<file path="config.mk">
export PLATFORM = sky130hd
export DESIGN_NAME = prince_inv_sbox_cms
export DESIGN_NICKNAME = d
export VERILOG_FILES = /design/src/rtl/prince_cms_pkg.sv /design/src/rtl/prince_inv_sbox_cms_bit.sv /design/src/rtl/prince_inv_sbox_cms.sv
export SDC_FILE = /design/constraint.sdc
export NUM_CORES = 1
export LEC_CHECK = 0
export ABC_AREA = 1
export CORE_MARGIN = 1.5
export CORE_UTILIZATION = 57
export CTS_CLUSTER_SIZE = 16
export DETAILED_ROUTE_END_ITERATION = 10
export MAX_ROUTING_LAYER = met4
export PLACE_DENSITY_LB_ADDON = 0.2
export SLEW_MARGIN = 20
export SYNTH_ARGS = -nofsm -noshare
export SYNTH_HDL_FRONTEND = slang
export SYNTH_HIERARCHICAL = 1
export SYNTH_SLANG_ARGS = --single-unit
</file>
<file path="constraint.sdc">
create_clock -name clk -period 1.5 [get_ports clk]
set_clock_uncertainty 0.1 [all_clocks]
set_input_delay 0.225 -clock clk [delete_from_list [all_inputs] [get_ports clk]]
set_output_delay 0.225 -clock clk [all_outputs]
set_load 0.01 [all_outputs]
</file>
<file path="src/rtl/prince_cms_pkg.sv">
// Shared constants and helpers for the CMS-masked PRINCE inverse S-box.
// Domain i reads input bit k from share DOM_SEL[i][k].
package prince_cms_pkg;
  localparam int NDOM   = 8;
  localparam int RAND_W = NDOM * 4;

  typedef logic [NDOM-1:0] dom_vec_t;
  typedef logic [3:0]      nib_t;

  localparam nib_t SINV_LUT [16] = '{4'hB, 4'h7, 4'h3, 4'h2, 4'hF, 4'hD, 4'h8, 4'h9,
                                     4'hA, 4'h6, 4'h4, 4'h0, 4'h5, 4'hE, 4'hC, 4'h1};

  // Bit 3 is the parity of bits 2..0, so any three input bits see all 8 share combinations.
  localparam nib_t DOM_SEL [NDOM] = '{4'h0, 4'h9, 4'hA, 4'h3, 4'hC, 4'h5, 4'h6, 4'hF};

  // Algebraic normal form of one output bit of Sinv (Moebius transform).
  function automatic logic [15:0] sinv_anf(input int b);
    logic [15:0] t;
    for (int v = 0; v < 16; v++) t[v] = SINV_LUT[v][b];
    for (int k = 0; k < 4; k++)
      for (int v = 0; v < 16; v++)
        if (v[k]) t[v] = t[v] ^ t[v ^ (1 << k)];
    return t;
  endfunction

  // One domain's share of the ANF, with x already drawn from the domain's shares.
  function automatic logic dom_term(input logic [15:0] anf, input int dom, input nib_t x);
    logic acc;
    nib_t mm;
    int   fb;
    acc = (dom == 0) ? anf[0] : 1'b0;
    for (int m = 1; m < 16; m++) begin
      mm = nib_t'(m);
      fb = !mm[0] ? 0 : !mm[1] ? 1 : !mm[2] ? 2 : 3;
      if (anf[m]) begin
        case ($countones(mm))
          1:       if (dom == 0 || dom == NDOM-1) acc = acc ^ (&(x | ~mm));
          // quadratic terms only in the half of the domains where an unused bit reads share 0
          2:       if (!DOM_SEL[dom][fb]) acc = acc ^ (&(x | ~mm));
          default: acc = acc ^ (&(x | ~mm));
        endcase
      end
    end
    return acc;
  endfunction
endpackage

</file>
<file path="src/rtl/prince_inv_sbox_cms_bit.sv">
// CMS domain terms for one output bit of the PRINCE inverse S-box.
module prince_inv_sbox_cms_bit
  import prince_cms_pkg::*;
#(
  parameter int BIT = 0
) (
  input  nib_t     sh0,
  input  nib_t     sh1,
  output dom_vec_t dom
);
  localparam logic [15:0] ANF = sinv_anf(BIT);

  always_comb begin
    dom = '0;
    for (int i = 0; i < NDOM; i++)
      dom[i] = dom_term(ANF, i, (sh0 & ~DOM_SEL[i]) | (sh1 & DOM_SEL[i]));
  end
endmodule

</file>
<file path="src/rtl/prince_inv_sbox_cms.sv">
// Two-stage CMS-masked PRINCE inverse S-box with ring refresh and valid/ready flow.
// PRINCE_INV_SBOX_FLUSH_EN: zero pipeline data whenever a stage empties.
module prince_inv_sbox_cms
  import prince_cms_pkg::*;
(
  input  logic              clk,
  input  logic              rst_n,
  input  logic              in_valid,
  output logic              in_ready,
  input  nib_t              in_sh0,
  input  nib_t              in_sh1,
  input  logic [RAND_W-1:0] rand_i,
  input  logic              rand_valid,
  output logic              out_valid,
  input  logic              out_ready,
  output nib_t              out_sh0,
  output nib_t              out_sh1
);
  if (NDOM != 8) begin : g_ndom_chk
    $error("prince_inv_sbox_cms requires NDOM == 8");
  end

  dom_vec_t [3:0] dom, refr, pipe0, pipe1;
  logic v0, v1, adv1, load0;

  assign adv1      = v0 && rand_valid && (!v1 || out_ready);
  assign in_ready  = !v0 || adv1;
  assign load0     = in_valid && in_ready;
  assign out_valid = v1;

  for (genvar b = 0; b < 4; b++) begin : g_bit
    dom_vec_t r;
    prince_inv_sbox_cms_bit #(.BIT(b)) u_bit (
      .sh0 (in_sh0),
      .sh1 (in_sh1),
      .dom (dom[b])
    );
    assign r          = rand_i[b*NDOM +: NDOM];
    assign refr[b]    = pipe0[b] ^ r ^ {r[0], r[NDOM-1:1]};
    assign out_sh0[b] = ^pipe1[b][NDOM/2-1:0];
    assign out_sh1[b] = ^pipe1[b][NDOM-1:NDOM/2];
  end

  always_ff @(posedge clk) begin
    if (!rst_n) begin
      v0    <= 1'b0;
      v1    <= 1'b0;
      pipe0 <= '0;
      pipe1 <= '0;
    end else begin
      v0 <= load0 || (v0 && !adv1);
      v1 <= adv1 || (v1 && !out_ready);
      if (load0) pipe0 <= dom;
`ifdef PRINCE_INV_SBOX_FLUSH_EN
      else if (adv1) pipe0 <= '0;
`endif
      if (adv1) pipe1 <= refr;
`ifdef PRINCE_INV_SBOX_FLUSH_EN
      else if (out_ready) pipe1 <= '0;
`endif
    end
  end
endmodule
</file>
==> results.json, run 1 <==
{
  "status": "finished with violations",
  "violations": "negative setup slack",
  "critical_path_arrival_ns": 1.24,
  "via_per_inst": 5.157,
  "static-leakage-power_uw": 0.002873,
  "synth_edf_count": 0,
  "die_y_um": 92.02,
  "synth_flop_cell": "dfxtp_1",
  "clockRootBuffer": "clkbuf_8",
  "worst_ir_drop_vdd_v": 0.0005342,
  "layout_setup_ws_ns": -0.06441,
  "worstSetupPathType": "flip-flop to output pin",
  "post-place-ws_ns": -0.3193,
  "yosys_warnings": 6,
  "antenna_cells": 0,
  "maxCapViolCount": 0,
  "cts.sinks": 66,
  "cts_max_path_buffers": 2,
  "wl_per_cell_um": 11.34,
  "finalMaxSlewViolations": 0,
  "fin_crit_sh_pct": 104.3,
  "htree_levels": 3,
  "clk_latency_ns": 0.35,
  "antenna_left": 0,
  "wirelength_um": 10620,
  "power_density_nw_per_um2": 868.1,
  "gp_congestion": 0.8278,
  "layout_common_cells": "nand2_1, nor2_1, inv_1, nand3_1, a21oi_1",
  "final_util_pct": 74.79,
  "core-area_um2": 7687,
  "ios": 55,
  "synth_area_per_cell_um2": 5.983,
  "drive_gt1_share_pct": 18.82,
  "min_path_type": "primary input to flip-flop",
  "cts_made_buffers": 9,
  "finalHoldViolCount": 0,
  "drt_iter0_drc": 215,
  "critPathBufInv": 1,
  "ys_types": 31,
  "cp.required_ns": 1.17,
  "port_buffers": 54,
  "nets": 877,
  "crit_chain": "xor2_2 > xnor2_1 > buf_2",
  "synthCells": 755,
  "dp_hpwl_um": 7442,
  "die_w_um": 92.02,
  "post-route-drc-count": 0,
  "area_growth_pct": 27.29,
  "synth_nets": 802,
  "fin_tns_setup_ns": -0.06441,
  "synthArstFlopShare_pct": 0,
  "rows": 32,
  "hold_slack_ns": 0.2478,
  "start_util_pct": 58.76,
  "cts_tree": "done",
  "synth_seq_area_share_pct": 29.25,
  "setup_viol": 1,
  "worstSetupEndpointType": "output pin",
  "cpMaxStageDelayCell": "dfxtp_2",
  "grt_use_total_pct": 27.50,
  "dpl.cell_count": 913,
  "overflow": 0,
  "fmax_ghz": 0.6392,
  "grt_pass1_wl_um": 18600,
  "period_needed_ns": 1.564,
  "first_global_vias": 4679,
  "worst_pin_slew_ns": 0.3308,
  "synth-seq-cells": 66,
  "cp_max_fo": 2,
  "vias": 4827,
  "critPathTopFamily": "XOR/XNOR gates",
  "finalNonFillerCells": 936,
  "first_pass_iters": 5,
  "max_slew_margin_pct": 77.95,
  "cp_slowest_stage_delay_ns": 0.34,
  "clk_pin_slew_ns": 0.07,
  "antenna_found_initial": 0,
  "rsz0062_at_grt": "true",
  "fp.dieArea_um2": 8468,
  "syn_area_um2": 4517,
  "grt_max_degree": 44,
  "final_common_cell": "nand2_1",
  "start_kind": "flip-flop"
}
## cell usage after synthesis (6+ instances only)
| master | number | area, um^2 |
|---|---|---|
| nand2_1 | 177 | 664.4 |
| nor2_1 | 110 | 412.9 |
| inv_1 | 100 | 375.4 |
| nand3_1 | 85 | 425.4 |
| dfxtp_1 | 66 | 1321 |
| a21oi_1 | 56 | 280.3 |
| o21ai_0 | 38 | 190.2 |
| or2_2 | 32 | 200.2 |
| xnor2_1 | 16 | 140.1 |
| a21oi_2 | 11 | 96.34 |
| buf_2 | 8 | 40.04 |
| inv_2 | 8 | 30.03 |
| xor2_1 | 8 | 70.07 |
| buf_1 | 6 | 22.52 |
| nand2_2 | 6 | 37.54 |
## timing repair
item | CTS | global route
hold buffers | 0 | 0
setup buffers | 0 | 8
gates resized for setup | 53 | 22
cloned | 0 | 0
pin swaps | 11 | 11
setup endpoints to repair | 10 | 10
## registers in the layout, summed over array words and instances, names as in the netlist
| name | cells |
|---|---|
| out_valid | 1 |
| pipe0 | 32 |
| pipe1 | 32 |
| v0 | 1 |
## where the power goes
part | switching [uW] | internal, uW
sequential | 113 | 1890
combinational | 688 | 639
clock | 689 | 969
## stage by stage
step / instance area (um^2) / total power, uW
global route: 5749 / 5275
floorplan: 4517 / 2826
detailed placement: 5380 / 3353
global placement: 5380 / 3299
CTS: 5595 / 4962
finish: 5749 / 4991
## per-layer routing
metal,global-route usage [%],share of wire [%]
met2,49.69,49
met3,5.058,5.4
met4,11.79,2.0
met1,29.22,43
met5,-,0
## cell type report
cell class / count / area, um^2
Inverter: 109 / 409.1
Fill cell: 625 / 1938
Multi-Input combinational cell: 554 / 2716
Clock buffer: 10 / 137.6
Timing Repair Buffer: 90 / 928.4
Sequential cell: 66 / 1351
Tap cell: 102 / 127.6
Clock inverter: 5 / 78.83
## kinds of logic (layout without fill, tap and decap cells)
kind of cell	after synthesis	count (layout)	share of synthesized area [%]
buf+inv	135	214	12.60
xor+xnor	24	24	4.654
fa+ha+maj	2	2	0.5539
compound gates	109	109	13.10
flops	66	66	29.25
simple gates	419	419	39.83
## worst paths after layout
check,from,to,slack (ns),cells past startpoint
worst max-delay path,pipe1[28]$_SDFFE_PN0P_,out_sh1[3],-0.06,3
worst max register to register,v0$_SDFF_PN0_,pipe0[0]$_SDFFE_PN0P_,0.16,9
worst min-delay path,in_valid,pipe0[18]$_SDFFE_PN0P_,0.25,3
worst min register to register,v0$_SDFF_PN0_,out_valid$_SDFF_PN0_,0.40,2
## worst register-to-register path: cells and delay by family, from the launching register on
family                 cells  cell delay, ns
and+or+nand+nor            6            0.42
buffers and inverters      3            0.38
DFF                        1            0.33
No activity file was read; power rests on OpenSTA's default activity.
==> run 2: changes to the inputs <==
Settings changed: CORE_UTILIZATION 57 to 61.
Clock period 1.5 ns to 2 ns, I/O delays scaled along.
==> run 2 against run 1 <==
The flow now finishes without violations. Setup slack better by 0.31 ns. Clock power down 15%. Final area down 4.3%. Global-route usage up 0.94 points. Critical path type unchanged. Largest power group unchanged.
==> results.json, run 2 (synthesis gave the netlist of run 1 again) <==
{
  "clk_latency_ns": 0.35,
  "first_global_vias": 4402,
  "htree_levels": 3,
  "cts_setup_buffers": 0,
  "max_slew_margin_pct": 75.33,
  "cpMaxStageDelayCell": "dfxtp_1",
  "pwr-share-clk_pct": 36.7,
  "clockRootBuffer": "clkbuf_8",
  "worst_pin_slew_ns": 0.3677,
  "gp_congestion": 0.8089,
  "port_buffers": 54,
  "net-switching-power_uw": 1130,
  "r2r_slack_ns": 0.54,
  "setup_viol": 0,
  "status": "finished clean",
  "worstHoldPathCells": 4,
  "via_per_inst": 5.219,
  "critPathTopFamily": "XOR/XNOR gates",
  "overflow": 0,
  "reg2reg_depth": 9,
  "drive_gt1_share_pct": 11.67,
  "fp.dieArea_um2": 7930,
  "drt_iter0_drc": 187,
  "antenna_left": 0,
  "final_common_cell": "nand2_1",
  "clk_pin_slew_ns": 0.07,
  "wl_per_cell_um": 11.42,
  "grt_pass1_wl_um": 17550,
  "worst_ir_drop_vdd_v": 0.0004806,
  "finalHoldViolCount": 0,
  "ios": 55,
  "maxCapViolCount": 0,
  "worstSetupEndpointType": "output pin",
  "finalPower_uw": 3858,
  "cts.sinks": 66,
  "antenna_cells": 0,
  "post-place-ws_ns": 0.01520,
  "cp_max_fo": 2,
  "start_kind": "flip-flop",
  "die_w_um": 89.05,
  "layout_common_cells": "nand2_1, nor2_1, inv_1, nand3_1, dfxtp_1",
  "cp.required_ns": 1.60,
  "rows": 31,
  "largestRegisters": "pipe0 x32, pipe1 x32",
  "power_density_nw_per_um2": 701.5,
  "worstSetupPathType": "flip-flop to output pin",
  "layout_setup_ws_ns": 0.2443,
  "finalMaxSlewViolations": 0,
  "period_needed_ns": 1.756,
  "p_comb_share_pct": 24.8,
  "grt_use_total_pct": 28.44,
  "wirelength_um": 10430,
  "nets": 856,
  "start_util_pct": 62.61,
  "cp_slowest_stage_delay_ns": 0.35,
  "crit_chain": "xor2_1 > xnor2_1 > dlygate4sd2_1",
  "antenna_found_initial": 0,
  "hold_path_startpoint": "in_valid",
  "rr_startpoint": "v0$_SDFF_PN0_",
  "holdPathEnd": "v0$_SDFF_PN0_",
  "cts_tree": "done",
  "share_seq_of_total_power_pct": 38.6,
  "static-leakage-power_uw": 0.002796,
  "fmax_ghz": 0.5696,
  "p_sw_share_pct": 29.29,
  "die_y_um": 89.05,
  "critPathBufInv": 1,
  "cts_made_buffers": 9,
  "rsz0062_at_grt": "false",
  "critical_path_arrival_ns": 1.36,
  "core-area_um2": 7214,
  "first_pass_iters": 5,
  "r2r_end": "pipe0[3]$_SDFFE_PN0P_",
  "cts_max_path_buffers": 2,
  "dp_hpwl_um": 7049,
  "fin_crit_sh_pct": 87.79,
  "area_growth_pct": 21.77,
  "post-route-drc-count": 0,
  "fin_tns_setup_ns": 0,
  "cts_hold_buffers": 0,
  "grt_max_degree": 66,
  "vias": 4765,
  "internal_power_uw": 2728,
  "min_path_type": "primary input to flip-flop"
}
[run 2: changes by cell type in the layout (fill, tap and decap cells not counted), moves of 2 or more]
| cell | before | now |
|---|---|---|
| dlymetal6s2s_1 | 1 | 6 |
| dfxtp_1 | 42 | 66 |
| xnor2_1 | 10 | 13 |
| xor2_2 | 6 | 0 |
| dfxtp_2 | 24 | 0 |
| xnor2_2 | 6 | 3 |
| buf_12 | 13 | 7 |
| xor2_1 | 2 | 8 |
| clkdlybuf4s50_1 | 42 | 44 |
| buf_4 | 22 | 8 |
| dlygate4sd2_1 | 1 | 3 |
| buf_2 | 10 | 1 |
[run 2: area by class of cell]
| cell class | count | area, um^2 |
|---|---|---|
| timing repair buffer | 69 | 747.0 |
| clock inverter | 6 | 112.6 |
| clock buffer | 10 | 137.6 |
| tap | 99 | 123.9 |
| sequential | 66 | 1321 |
| multi-input combinational | 554 | 2649 |
| fill | 572 | 1714 |
| inverter | 109 | 409.1 |
[run 2: repair_timing]
item,in CTS,in global routing
setup endpoints to repair,4,6
endpoints found under the hold margin,0,0
resized for setup,4,8
pin swaps,0,0
[run 2: stage by stage]
stage,cells,hold WS (ns),instance area [um^2],utilization [%]
after CTS,913,0.3447,5470,75.82
after floorplan,755,0.3626,4517,-
after detailed placement,897,0.3873,5216,72.30
after global routing,913,0.3841,5500,76.24
final,913,0.3587,5500,76.24
after global placement,897,0.3828,5216,72.30
[run 2: routing by layer]
layer,vias up,part of all wire (%),GRT usage (%)
met5,-,0,-
met2,119,49,50.34
met4,0,1.3,10.77
li1,2471,-,-
met1,2164,45,32.16
met3,11,4.9,4.709
[run 2: how the worst max path moves through the flow]
stage / startpoint / endpoint / slack, ns / cells past startpoint
after global placement: out_ready / in_ready / 0.02 / 6
after floorplan: in_sh1[0] / pipe0[31]$_SDFFE_PN0P_ / 0.73 / 11
after detailed placement: rand_valid / in_ready / 0.02 / 6
final: pipe1[29]$_SDFFE_PN0P_ / out_sh1[3] / 0.24 / 3
after global routing: pipe1[29]$_SDFFE_PN0P_ / out_sh1[3] / 0.15 / 3
after CTS: rand_valid / in_ready / 0.009 / 6
[run 2: power groups by stage]
stage	Clock [uW]	Combinational, uW	Sequential, uW
after floorplan	0	626	1490
after global placement	0	924	1510
after detailed placement	0	959	1520
after CTS	1430	960	1490
after global routing	1490	1080	1500
final	1410	955	1490
[run 2: worst reg2reg max path: stages, from the launching register on]
cell and delay (ns):
dfxtp_1 0.36, nand2_1 0.08, inv_1 0.07, nand2_2 0.06, nand2_2 0.07, buf_4 0.12
buf_4 0.25, nand3_1 0.11, nand2_1 0.08, nor2_1 0.04
